### config.mk
export PLATFORM = sky130hd
export DESIGN_NAME = t1_run_supervisor
export DESIGN_NICKNAME = d
export VERILOG_FILES = /design/src/rtl/t1_supervisor_pkg.sv /design/src/rtl/t1_watchdog_channel.sv /design/src/rtl/t1_run_supervisor.sv
export SDC_FILE = /design/constraint.sdc
export NUM_CORES = 1
export LEC_CHECK = 0
export BUFFER_PORTS_ARGS = -buffer_cell sky130_fd_sc_hd__clkbuf_2
export CAP_MARGIN = 20
export CORE_MARGIN = 5
export CORE_UTILIZATION = 30
export CTS_CLUSTER_DIAMETER = 80
export DETAILED_ROUTE_END_ITERATION = 8
export REMOVE_ABC_BUFFERS = 1
export SLEW_MARGIN = 20
export SYNTH_ARGS = -nofsm -noshare
export SYNTH_HDL_FRONTEND = slang
export SYNTH_HIERARCHICAL = 1
export SYNTH_SLANG_ARGS = --single-unit
### constraint.sdc
create_clock -name clock -period 4.26 [get_ports clock]
set_input_delay 0.852 -clock clock [delete_from_list [all_inputs] [get_ports clock]]
set_output_delay 0.852 -clock clock [all_outputs]
set_load 0.03 [all_outputs]
### src/rtl/t1_supervisor_pkg.sv
// Shared types and status codes for the run supervisor.
package t1_supervisor_pkg;

  typedef enum logic [1:0] {
    HOLD  = 2'd0,
    RUN   = 2'd1,
    DONE  = 2'd2,
    FAULT = 2'd3
  } state_t;

  localparam logic [7:0] ST_RUNNING        = 8'd0;
  localparam logic [7:0] ST_DONE           = 8'd255;
  localparam logic [7:0] ST_CH_TIMEOUT     = 8'd1;
  localparam logic [7:0] ST_GLOBAL_TIMEOUT = 8'd2;

endpackage

### src/rtl/t1_watchdog_channel.sv
// One retire watchdog: idle counter, sticky done, timeout flag.
// Optional max-gap statistic under T1_SUPERVISOR_GAP_STATS_EN.
module t1_watchdog_channel
  import t1_supervisor_pkg::*;
#(
  parameter int CNT_W = 32
) (
  input  logic             clock,
  input  logic             reset,
  input  logic             i_run,
  input  logic             i_active,
  input  logic             i_heartbeat,
  input  logic             i_done,
  input  logic [CNT_W-1:0] i_limit,
  output logic             o_done,
  output logic             o_timeout
`ifdef T1_SUPERVISOR_GAP_STATS_EN
  ,
  output logic [CNT_W-1:0] o_max_gap
`endif
);

  logic [CNT_W-1:0] r_idle;
  logic             r_done;

  // A heartbeat landing on the limit cycle rescues the channel.
  assign o_timeout = i_active && !i_heartbeat && (i_limit != '0) && (r_idle == i_limit);
  // Same-cycle done counts, so finish can beat a coincident timeout.
  assign o_done    = r_done | i_done;

  always_ff @(posedge clock or negedge reset) begin
    if (!reset) begin
      r_idle <= '0;
      r_done <= 1'b0;
    end else if (i_run) begin
      r_done <= o_done;
      if (!i_active || i_heartbeat)
        r_idle <= '0;
      else if (r_idle != '1)
        r_idle <= r_idle + 1'b1;
    end
  end

`ifdef T1_SUPERVISOR_GAP_STATS_EN
  logic [CNT_W-1:0] r_max_gap;

  always_ff @(posedge clock or negedge reset) begin
    if (!reset)
      r_max_gap <= '0;
    else if (i_run && (i_heartbeat || o_timeout) && (r_idle > r_max_gap))
      r_max_gap <= r_idle;
  end

  assign o_max_gap = r_max_gap;
`endif

endmodule

### src/rtl/t1_run_supervisor.sv
// Cosim/emulation run supervisor: DUT reset sequencing, watchdogs, dump window, run status.
// Define T1_SUPERVISOR_GAP_STATS_EN to add max_gap / max_gap_ch outputs.
module t1_run_supervisor
  import t1_supervisor_pkg::*;
#(
  parameter int NUM_CH    = 4,
  parameter int CNT_W     = 32,
  parameter int CYC_W     = 64,
  parameter int RESET_CYC = 8
) (
  input  logic              clock,
  input  logic              reset,
  input  logic [CNT_W-1:0]  cfg_timeout,
  input  logic [CYC_W-1:0]  cfg_global_timeout,
  input  logic [CYC_W-1:0]  cfg_dump_start,
  input  logic [CYC_W-1:0]  cfg_dump_end,
  input  logic [NUM_CH-1:0] ch_active,
  input  logic [NUM_CH-1:0] ch_heartbeat,
  input  logic [NUM_CH-1:0] ch_done,
  input  logic              tb_done,
  output logic              dut_reset,
  output logic [CYC_W-1:0]  cycle,
  output logic              dump_en,
  output logic [7:0]        status,
  output logic [3:0]        fault_ch
`ifdef T1_SUPERVISOR_GAP_STATS_EN
  ,
  output logic [NUM_CH*CNT_W-1:0] max_gap,
  output logic [3:0]              max_gap_ch
`endif
);

  localparam int HOLD_W = (RESET_CYC > 1) ? $clog2(RESET_CYC) : 1;

  state_t            r_state, w_state_n;
  logic [HOLD_W-1:0] r_hold;
  logic [CYC_W-1:0]  r_cycle, w_cycle_n;
  logic [7:0]        r_status, w_status_n;
  logic [3:0]        r_fault_ch, w_fault_ch_n, w_low_ch;
  logic              r_dump, w_dump_n;
  logic              r_tb_done;
  logic [CNT_W-1:0]  r_cfg_timeout;
  logic [CYC_W-1:0]  r_cfg_gto, r_cfg_dstart, r_cfg_dend;
  logic [CYC_W-1:0]  w_dstart, w_dend;
  logic [NUM_CH-1:0] w_ch_done, w_ch_to;
  logic              w_run, w_cap, w_finish, w_any_to, w_glob_to;

  assign w_run = (r_state == RUN);

  for (genvar g = 0; g < NUM_CH; g++) begin : g_ch
    t1_watchdog_channel #(.CNT_W(CNT_W)) u_ch (
      .clock       (clock),
      .reset       (reset),
      .i_run       (w_run),
      .i_active    (ch_active[g]),
      .i_heartbeat (ch_heartbeat[g]),
      .i_done      (ch_done[g]),
      .i_limit     (r_cfg_timeout),
      .o_done      (w_ch_done[g]),
      .o_timeout   (w_ch_to[g])
`ifdef T1_SUPERVISOR_GAP_STATS_EN
      ,
      .o_max_gap   (max_gap[g*CNT_W +: CNT_W])
`endif
    );
  end

  assign w_finish  = (&w_ch_done) && (r_tb_done || tb_done);
  assign w_any_to  = |w_ch_to;
  assign w_glob_to = (r_cfg_gto != '0) && (r_cycle == r_cfg_gto);

  always_comb begin
    w_low_ch = 4'd0;
    for (int i = NUM_CH - 1; i >= 0; i--)
      if (w_ch_to[i]) w_low_ch = 4'(i);
  end

  always_comb begin
    w_state_n    = r_state;
    w_status_n   = r_status;
    w_fault_ch_n = r_fault_ch;
    w_cap        = 1'b0;
    case (r_state)
      HOLD: begin
        if (r_hold == HOLD_W'(RESET_CYC - 1)) begin
          w_state_n = RUN;
          w_cap     = 1'b1;
        end
      end
      RUN: begin
        if (w_finish) begin
          w_state_n  = DONE;
          w_status_n = ST_DONE;
        end else if (w_any_to) begin
          w_state_n    = FAULT;
          w_status_n   = ST_CH_TIMEOUT;
          w_fault_ch_n = w_low_ch;
        end else if (w_glob_to) begin
          w_state_n  = FAULT;
          w_status_n = ST_GLOBAL_TIMEOUT;
        end
      end
      default: ;
    endcase
  end

  assign w_cycle_n = (w_run && (r_cycle != '1)) ? r_cycle + 1'b1 : r_cycle;

  // dump_en is registered from next-cycle values so it lines up with cycle;
  // on the HOLD->RUN edge the live cfg inputs are the ones being captured.
  assign w_dstart = (r_state == HOLD) ? cfg_dump_start : r_cfg_dstart;
  assign w_dend   = (r_state == HOLD) ? cfg_dump_end   : r_cfg_dend;
  assign w_dump_n = (w_state_n == RUN) && (w_cycle_n >= w_dstart) &&
                    ((w_dend == '0) || (w_cycle_n < w_dend));

  always_ff @(posedge clock or negedge reset) begin
    if (!reset) begin
      r_state       <= HOLD;
      r_hold        <= '0;
      r_cycle       <= '0;
      r_status      <= ST_RUNNING;
      r_fault_ch    <= '0;
      r_dump        <= 1'b0;
      r_tb_done     <= 1'b0;
      r_cfg_timeout <= '0;
      r_cfg_gto     <= '0;
      r_cfg_dstart  <= '0;
      r_cfg_dend    <= '0;
    end else begin
      r_state    <= w_state_n;
      r_status   <= w_status_n;
      r_fault_ch <= w_fault_ch_n;
      r_cycle    <= w_cycle_n;
      r_dump     <= w_dump_n;
      if (r_state == HOLD) r_hold <= r_hold + 1'b1;
      if (w_run) r_tb_done <= r_tb_done || tb_done;
      if (w_cap) begin
        r_cfg_timeout <= cfg_timeout;
        r_cfg_gto     <= cfg_global_timeout;
        r_cfg_dstart  <= cfg_dump_start;
        r_cfg_dend    <= cfg_dump_end;
      end
    end
  end

  assign dut_reset = (r_state == HOLD);
  assign cycle     = r_cycle;
  assign dump_en   = r_dump;
  assign status    = r_status;
  assign fault_ch  = r_fault_ch;

`ifdef T1_SUPERVISOR_GAP_STATS_EN
  logic [CNT_W-1:0] w_best;

  always_comb begin
    w_best     = '0;
    max_gap_ch = 4'd0;
    for (int i = 0; i < NUM_CH; i++) begin
      if (max_gap[i*CNT_W +: CNT_W] > w_best) begin
        w_best     = max_gap[i*CNT_W +: CNT_W];
        max_gap_ch = 4'(i);
      end
    end
  end
`endif

endmodule

==> summary by stage, run 1 <==
Outcome
The run finished with clean final reports.

Die
The initial utilization of the core area, before any placement, comes to 0.302. The floorplan has 111 rows. The placeable core region is 91,700 um^2. The chip height is 314 um. The area enclosed by the die boundary is 98,500 um^2. The horizontal die dimension is 314 um. Pin placement for this block handled 317 I/O pins.

Placed design
After legalization and detailed placement, the total HPWL measured 78,500 um. At the end of routability-driven placement, the weighted congestion stood at 0.940. The number of port buffers is 314.

Clocking
The cell at the root of the clock tree is sky130_fd_sc_hd__clkbuf_16. The number of buffers added by the clock tree synthesis step is 52. TritonCTS built the clock tree. After clock tree synthesis, the clock-pin slew on the worst setup and hold paths is 0.06 ns. The clock reaches the later pin of the worst-skew pair after 0.66 ns.

The clock tree buffer depth is 3. CTS saw 432 sinks. The quantity of hold-fixing buffers added after cts is 0.

The H-tree was split into 2 levels.

Detailed routing
The routed layout has 25,700 vias. In the detailed route, the total length drawn on met2 is 48,400 um. After detailed routing, the average wire length per cell comes to 22.1 um.

The number of DRC violations after detailed routing is 0. For this run, the detailed router's first-pass iteration total came to 5. The met1 wire length is 42,700 um. After detailed routing, the number of vias per cell comes to 5.44. In this run the remaining antenna-violating nets after routing total 0. Signal routing reaches up to met5. Wire segments on met3 add up to 8730 um in the final route. The total routed wirelength is 104,000 um.

The number of design-rule violations left by the first detailed-router iteration is 2,290.

Pwr
The internal power summed over all cells is 0.00685 W. The share of total power dissipated in the clock network is 0.510. The cell area power density is 272 nW/um^2.

The static leakage is 14.6 nW. The net switching fraction of the power is 0.239. The analysis attributes to net switching a power of 0.00215 W. Of the total power, registers draw 0.456. The maximum resistive drop on vdd is 0.304 mV. The part of the power in combinational logic is 0.034.

Cells and area
The synthesis-to-finish area growth is 19.7%. The filler cells instantiated in the layout total 9,362. Of the cells placed in the final design, the portion with a size suffix greater than 1 is 0.192.

The utilization of the core after routing is 0.361. The number of nets in the finished design is 3,857.

Yosys
By area, the combinational part of the netlist is dominated by simple AND/OR/NAND/NOR gates. Of the post-synthesis cell area, the dominant cell type holds 0.390. The number of instances in the synthesized netlist is 3,122. The share of flip-flops with an asynchronous set or reset after synthesis is 1.00. For this run, the number of Yosys warnings is 6.

sky130_fd_sc_hd__dfrtp_1 takes more of the synthesized area than any other cell. By count the netlist is led by sky130_fd_sc_hd__nand2_1 (842), sky130_fd_sc_hd__dfrtp_1 (432), sky130_fd_sc_hd__xor2_1 (173). After synthesis, the cell types taking the most area are sky130_fd_sc_hd__dfrtp_1 (39%), sky130_fd_sc_hd__nand2_1 (11%), sky130_fd_sc_hd__ha_1 (6.1%). The share of the synthesized netlist area taken by xor and xnor gates is 0.0790.

Of the total synthesized cell area, the portion taken by AND, OR, NAND and NOR gates is 0.274. The fraction of the mapped netlist area in adder cells is 0.0605. The most frequent cell after synthesis is sky130_fd_sc_hd__nand2_1. The number of storage elements in the synthesis netlist is 432. The netlist area before placement is 27,700 um^2. The average instance in the mapped netlist occupies 8.87 um^2. The dominant synthesized flop cell is sky130_fd_sc_hd__dfrtp_1.

The share of synthesized area spent on multiplexers is 0.0479. The unique cell type count in the Yosys netlist is 89. Of the synthesized area, sequential elements account for 0.390. The synthesized-area fraction occupied by ao, oa, aoi and oai cells is 0.113.

Counting flops with a built-in enable in the synthesized netlist gives 0.

Timing
Across all hold checks on the routed design, the worst slack comes to 0.191 ns. Setup violations remaining at the end of the flow were counted as 0. The worst path needs 4.17 ns of the cycle, external delays included. The slew at the pin closest to its max-slew limit is 1.02 ns. For the final database, setup skew stands at 0.0605 ns. The count of final hold-check violations is 0. Dividing the final minimum period by the clock period gives 0.980. The highest attainable clock frequency is 0.240 GHz. Measured against its own limit, the worst slew margin works out to 0.318. The final max-slew violation count came to 0.

GRT
Entering global routing, the biggest net connects 105 pins. The number of global-route vias before repair was 25,000. The total routing usage reported by global routing is 0.204. Global routing finished with a remaining overflow of 0. The first global-routing pass estimated 157,000 um of wire. The number of antenna violations at the first check in global routing is 12.

Worst setup path
The worst setup path is captured at a flop. The flop-to-flop setup slack is 0.09 ns. The worst setup path is launched from a flop. The type of the worst setup path is flop to flop. In this run the critical register-to-register path is captured at dump_en. The critical-path maximum fanout is 5. The origin of the worst setup path is cycle[32]. The critical path data required time is 4.78 ns. Measured in cells, the most critical reg-to-reg path has a length of 16. The worst register-to-register path begins at cycle[32]. Data on the critical path arrives at its endpoint at 4.70 ns.

Worst hold path
The path class of the tightest hold or removal check is input pin to async pin.

Flow run
The tool flagged a number of max-cap violations equal to 0.
[power groups by stage]
stage | combinational [W] | clock, W | sequential, W
detailed placement | 0.000311 | 0 | 0.00418
CTS | 0.000312 | 0.00466 | 0.00410
floorplan | 0.0000392 | 0 | 0.00418
global route | 0.000340 | 0.00483 | 0.00410
global placement | 0.000310 | 0 | 0.00418
finish | 0.000304 | 0.00459 | 0.00410
[worst max-delay path, cell delays in order (launching register included)]
cell	delay, ns
sky130_fd_sc_hd__dfrtp_1	0.35
sky130_fd_sc_hd__nand4_1	0.25
sky130_fd_sc_hd__nor4_4	0.43
sky130_fd_sc_hd__and4_4	0.33
sky130_fd_sc_hd__a21o_4	0.17
sky130_fd_sc_hd__buf_4	0.14
sky130_fd_sc_hd__nor2_1	0.05
sky130_fd_sc_hd__xor2_1	0.17
sky130_fd_sc_hd__buf_4	0.16
sky130_fd_sc_hd__ha_1	0.30
sky130_fd_sc_hd__nand4_1	0.15
sky130_fd_sc_hd__nor4_1	0.66
sky130_fd_sc_hd__a21oi_1	0.15
sky130_fd_sc_hd__a211o_1	0.39
sky130_fd_sc_hd__nand4_1	0.12
sky130_fd_sc_hd__o211a_1	0.15
sky130_fd_sc_hd__nor4bb_2	0.05
[layout by cell type (no fill, tap or decap), drive strengths merged, types with 12 or more instances in the layout]
master and instances:
dfrtp 432, nor2 98, nor4 147, a21oi 73, ha 134, o41ai 12, o31ai 25, mux2i 127
o21ai 84, nor3 61, or3 17, clkbuf 387, xnor2 76, nand4 103, and4 18, and3 25
a211o 16, nand3 111, xor2 173, clkinv 15, inv 51, buf 151, o211ai 28, a31oi 58
a41oi 20, nor2b 21, nand2 850, or4 30, a21o 28
[worst max path at each step]
stage	depth (start not counted)	slack, ns	to
after detailed placement	17	0.02	dump_en
after CTS	17	0.008	dump_en
final	16	0.09	dump_en
after global placement	17	0.08	dump_en
after global routing	17	-0.04	dump_en
after floorplan	4	-8.19	dump_en
[layer usage]
layer  vias to the layer above  global-route usage
met4                         4              0.0753
met2                      1129               0.334
met5                         -             0.00198
li1                      11900                   -
met3                       225              0.0440
met1                     12400               0.267
[cells by family after synthesis]
kind of cell               after synthesis
AOI/OAI and AO/OA                      434
and+or+nand+nor                       1535
muxes                                  132
xor gates and xnor gates               249
buffers and inverters                  205
other                                    1
adders and majority gates              134
DFF                                    432
[registers in the layout, summed over array words and instances, names as in the netlist, named ones only]
register and cells:
g_ch.u_ch/r_idle 128, r_cfg_dend 64, r_cfg_dstart 64, r_cfg_gto 64
cycle 63, r_cfg_timeout 32, g_ch.u_ch/r_done 4, r_hold 3
status 3, fault_ch 2, r_state 2, dump_en 1
r_tb_done 1
[cell type report]
type	count	area, um^2	share of cell area
timing repair buffer	464	2800	0.0844
clock inverter	23	243	0.00733
clock buffer	74	1490	0.0451
sequential	432	10800	0.326
multi-input combinational	2486	16100	0.486
tap	1186	1480	0.0448
inverter	48	180	0.00544
antenna	9	22.5	0.000680
[through the flow]
stage,area [um^2],cells,worst slack (ns),TNS (ns),total power (W)
5_1_grt,33100,4713,-0.0375,-0.0375,0.00927
3_3_place_gp,31100,4600,0.0818,0,0.00449
2_1_floorplan,26900,2966,-8.19,-1799.46,0.00422
6_report,33100,4722,0.0858,0,0.00900
4_1_cts,32800,4697,0.00760,0,0.00907
3_5_place_dp,31100,4600,0.0200,0,0.00449
[what timing repair did]
item                       in CTS  in global routing
setup endpoints to repair       0                  1
buffers inserted                0                 16
resized for setup               0                 40
(Power assumes the default switching activity.)
==> run 2, diff against run 1 <==
--- a/config.mk
+++ b/config.mk
@@ -11,6 +11,7 @@
 export CORE_UTILIZATION = 30
 export CTS_CLUSTER_DIAMETER = 80
 export DETAILED_ROUTE_END_ITERATION = 8
+export RECOVER_POWER = 100
 export REMOVE_ABC_BUFFERS = 1
 export SLEW_MARGIN = 20
 export SYNTH_ARGS = -nofsm -noshare
==> constraint.sdc (replaced) <==
create_clock -name clock -period 3.4 [get_ports clock]
set_input_delay 0.68 -clock clock [delete_from_list [all_inputs] [get_ports clock]]
set_output_delay 0.68 -clock clock [all_outputs]
set_load 0.03 [all_outputs]
==> summary by stage, run 2 (synthesis results as in run 1) <==
Outcome
The final reports fail on max-capacitance violations, max-slew violations, negative setup slack. The run finished, with violations left.

Detailed routing
After detailed routing, the average wire length per cell comes to 21.5 um. The total number of vias is 26,100. The number of design-rule violations left by the first detailed-router iteration is 2,242.

The number of DRC violations after detailed routing is 0. The residual antenna-violating net count after detailed routing is 0. The number of detailed-routing iterations run before antenna repair is 5. The via count normalized by instance count is 5.35.

For this block, the routed nets add up to 105,000 um of wire.

Cells and area
In the final layout, the share of cells above drive strength 1 is 0.209. The commonest non-fill, non-tap cell in the layout is sky130_fd_sc_hd__nand2_1. The register with the most flip-flops in the layout has 128 of them. The top register by number of flip-flops is g_ch.u_ch/r_idle. The filler cell count in the final layout is 9,383.

The final layout contains 4,019 nets. Leaving out fill and tap cells, the most frequent cells in the layout are sky130_fd_sc_hd__nand2_1 (842), sky130_fd_sc_hd__dfrtp_1 (432), sky130_fd_sc_hd__buf_4 (271). The count of cells in the finished layout, fillers not included, comes to 4,885. Compared with the post-synthesis result, the final layout area differs by 24.5%.

GRT
The number of antenna violations at the first check in global routing is 15. The total global routing overflow is 0. The wire length of the first global-routing pass is 158,000 um.

The number of global-route vias before repair was 25,500. In the global route stage, overall resource usage came out at 0.206. The maximum number of pins on one net before global-route repair is 113.

Clocking
The clock tree buffer depth is 3. The cell at the root of the clock tree is sky130_fd_sc_hd__clkbuf_16. The number of clock buffers added by TritonCTS is 53. The clock insertion delay at the later pin of the skew report is 0.65 ns.

After clock tree synthesis, the clock-pin slew on the worst setup and hold paths is 0.06 ns. TritonCTS built the clock tree. In this run the number of H-tree levels came out at 2.

Clock tree synthesis found a total of 432 sinks.

Worst setup path
The worst setup path is captured at a flop. The endpoint of the most critical register-to-register path is dump_en. The type of the worst setup path is flop to flop. The flop-to-flop setup slack is -0.58 ns. STA classifies the critical path startpoint as a flop. The signal arrival time at the worst endpoint is 4.51 ns. The worst reg-to-reg path cell count is 18. The critical path data required time is 3.93 ns.

The critical-path maximum fanout is 5.

Worst hold path
The worst hold path was traced through 3 stages. The end of the worst hold path is r_cfg_gto[31]. The start point of the worst hold path is cfg_global_timeout[31].

The path class of the lowest-slack min-delay path is input pin to flop.

Die
The horizontal die dimension is 314 um. From bottom edge to top edge, the die measures 314 um. During I/O placement, the number of pins put on the boundary was 317.

The starting density of the core is 0.302. In this run the core area contains 111 standard-cell rows. The placeable core region is 91,700 um^2. The area enclosed by the die boundary is 98,500 um^2.

Placed design
The number of port buffers is 314. Once placement completed, the tool counted placed cells totaling 4,756. The worst setup slack after placement is -0.884 ns. The congestion estimate from routability-driven global placement came to 0.916. Summed over all nets, the half-perimeter wirelength after detailed placement is 81,300 um.

Timing
The smallest clock period supported by the final layout is computed as 3.98 ns. The setup clock skew after layout is 0.0620 ns. The final max-slew violation count is 80. In the finished design, the share of the clock period the worst path needs comes to 1.17.

The count of final hold-check violations came to 0. The slew at the pin closest to its max-slew limit is 2.29 ns. In the post-route analysis, the smallest setup slack over all paths is -0.580 ns. Setup repair after global routing could not meet its margin everywhere. Summed over all failing endpoints, the final setup total negative slack is -0.580 ns. The worst slew margin relative to its limit is -0.527. The highest attainable clock frequency is 0.251 GHz.

The final number of setup-violating endpoints is 1.

Flow run
The max-cap check violation count is 1.

Pwr
VDD sags by at most 0.402 mV. The static leakage is 15.2 nW. The cell area power density is 342 nW/um^2.
## run 2: cell count changes in the layout (fill, tap and decap cells not counted), sizes merged
cell	change
clkinv	+2
bufinv	+7
buf	+129
clkbuf	+26
inv	-1
## run 2: power by group
group          internal (W)  switching [W]  leakage (nW)
clock network       0.00380        0.00247         0.942
registers           0.00514              0          4.72
logic              0.000129       0.000246          9.55
## run 2: cell type report
| type | instances | area [um^2] | area share |
|---|---|---|---|
| clock buffers | 68 | 1450 | 0.0421 |
| clock inverters | 31 | 473 | 0.0137 |
| multi-input cells | 2486 | 16200 | 0.470 |
| well taps | 1186 | 1480 | 0.0430 |
| repair buffers | 625 | 3840 | 0.111 |
| diodes | 9 | 22.5 | 0.000653 |
| inverters | 48 | 180 | 0.00523 |
| flip-flops and latches | 432 | 10800 | 0.314 |
## run 2: timing repair
| item | in CTS | in global routing |
|---|---|---|
| setup endpoints to repair | 4 | 3 |
| pin swaps | 31 | 35 |
| hold buffers | 0 | 0 |
| hold endpoints to repair | 0 | 0 |
| resized for setup | 32 | 38 |
| buffers inserted | 15 | 6 |
## run 2: routing by layer
layer / GRT usage / vias to the layer above / share of wire
li1: - / 12300 / -
met1: 0.264 / 12600 / 0.41
met2: 0.344 / 1102 / 0.47
met3: 0.0458 / 196 / 0.085
met4: 0.0674 / 6 / 0.036
met5: 0 / - / 0.00044
## run 2: worst max path at each step
stage	from	end	cells past startpoint
4_1_cts	cycle[18]	dump_en	17
2_1_floorplan	r_state[1]	dump_en	4
3_5_place_dp	cycle[20]	dump_en	17
5_1_grt	flop	dump_en	22
6_report	flop	dump_en	18
3_3_place_gp	cycle[20]	dump_en	17
## run 2: critical path, cell delays in order, from the launching register on
cell                       delay [ns]
sky130_fd_sc_hd__dfrtp_1         0.38
sky130_fd_sc_hd__ha_2            0.19
sky130_fd_sc_hd__nand4_1         0.14
sky130_fd_sc_hd__nor4_4          0.09
sky130_fd_sc_hd__buf_4           0.15
sky130_fd_sc_hd__a21o_4          0.23
sky130_fd_sc_hd__or2_4           0.25
sky130_fd_sc_hd__nor3_4          0.28
sky130_fd_sc_hd__nand3_1         0.16
sky130_fd_sc_hd__xnor2_2         0.25
sky130_fd_sc_hd__ha_1            0.30
sky130_fd_sc_hd__o21a_1          0.17
sky130_fd_sc_hd__o21a_1          0.16
sky130_fd_sc_hd__o211ai_1        0.15
sky130_fd_sc_hd__o211ai_1        0.16
sky130_fd_sc_hd__a21oi_1         0.17
sky130_fd_sc_hd__nand4_1         0.11
sky130_fd_sc_hd__o211a_1         0.22
sky130_fd_sc_hd__nor4bb_2        0.29
## run 2: stage by stage
| stage | hold WS (ns) | power, W | utilization | instance area [um^2] |
|---|---|---|---|---|
| 2_1_floorplan | 0.384 | 0.00529 | - | 26900 |
| 3_3_place_gp | 0.429 | 0.00564 | 0.353 | 32400 |
| 3_5_place_dp | 0.436 | 0.00564 | 0.353 | 32400 |
| 4_1_cts | 0.107 | 0.0120 | 0.377 | 34600 |
| 5_1_grt | 0.211 | 0.0122 | 0.376 | 34500 |
| 6_report | 0.225 | 0.0118 | 0.376 | 34500 |
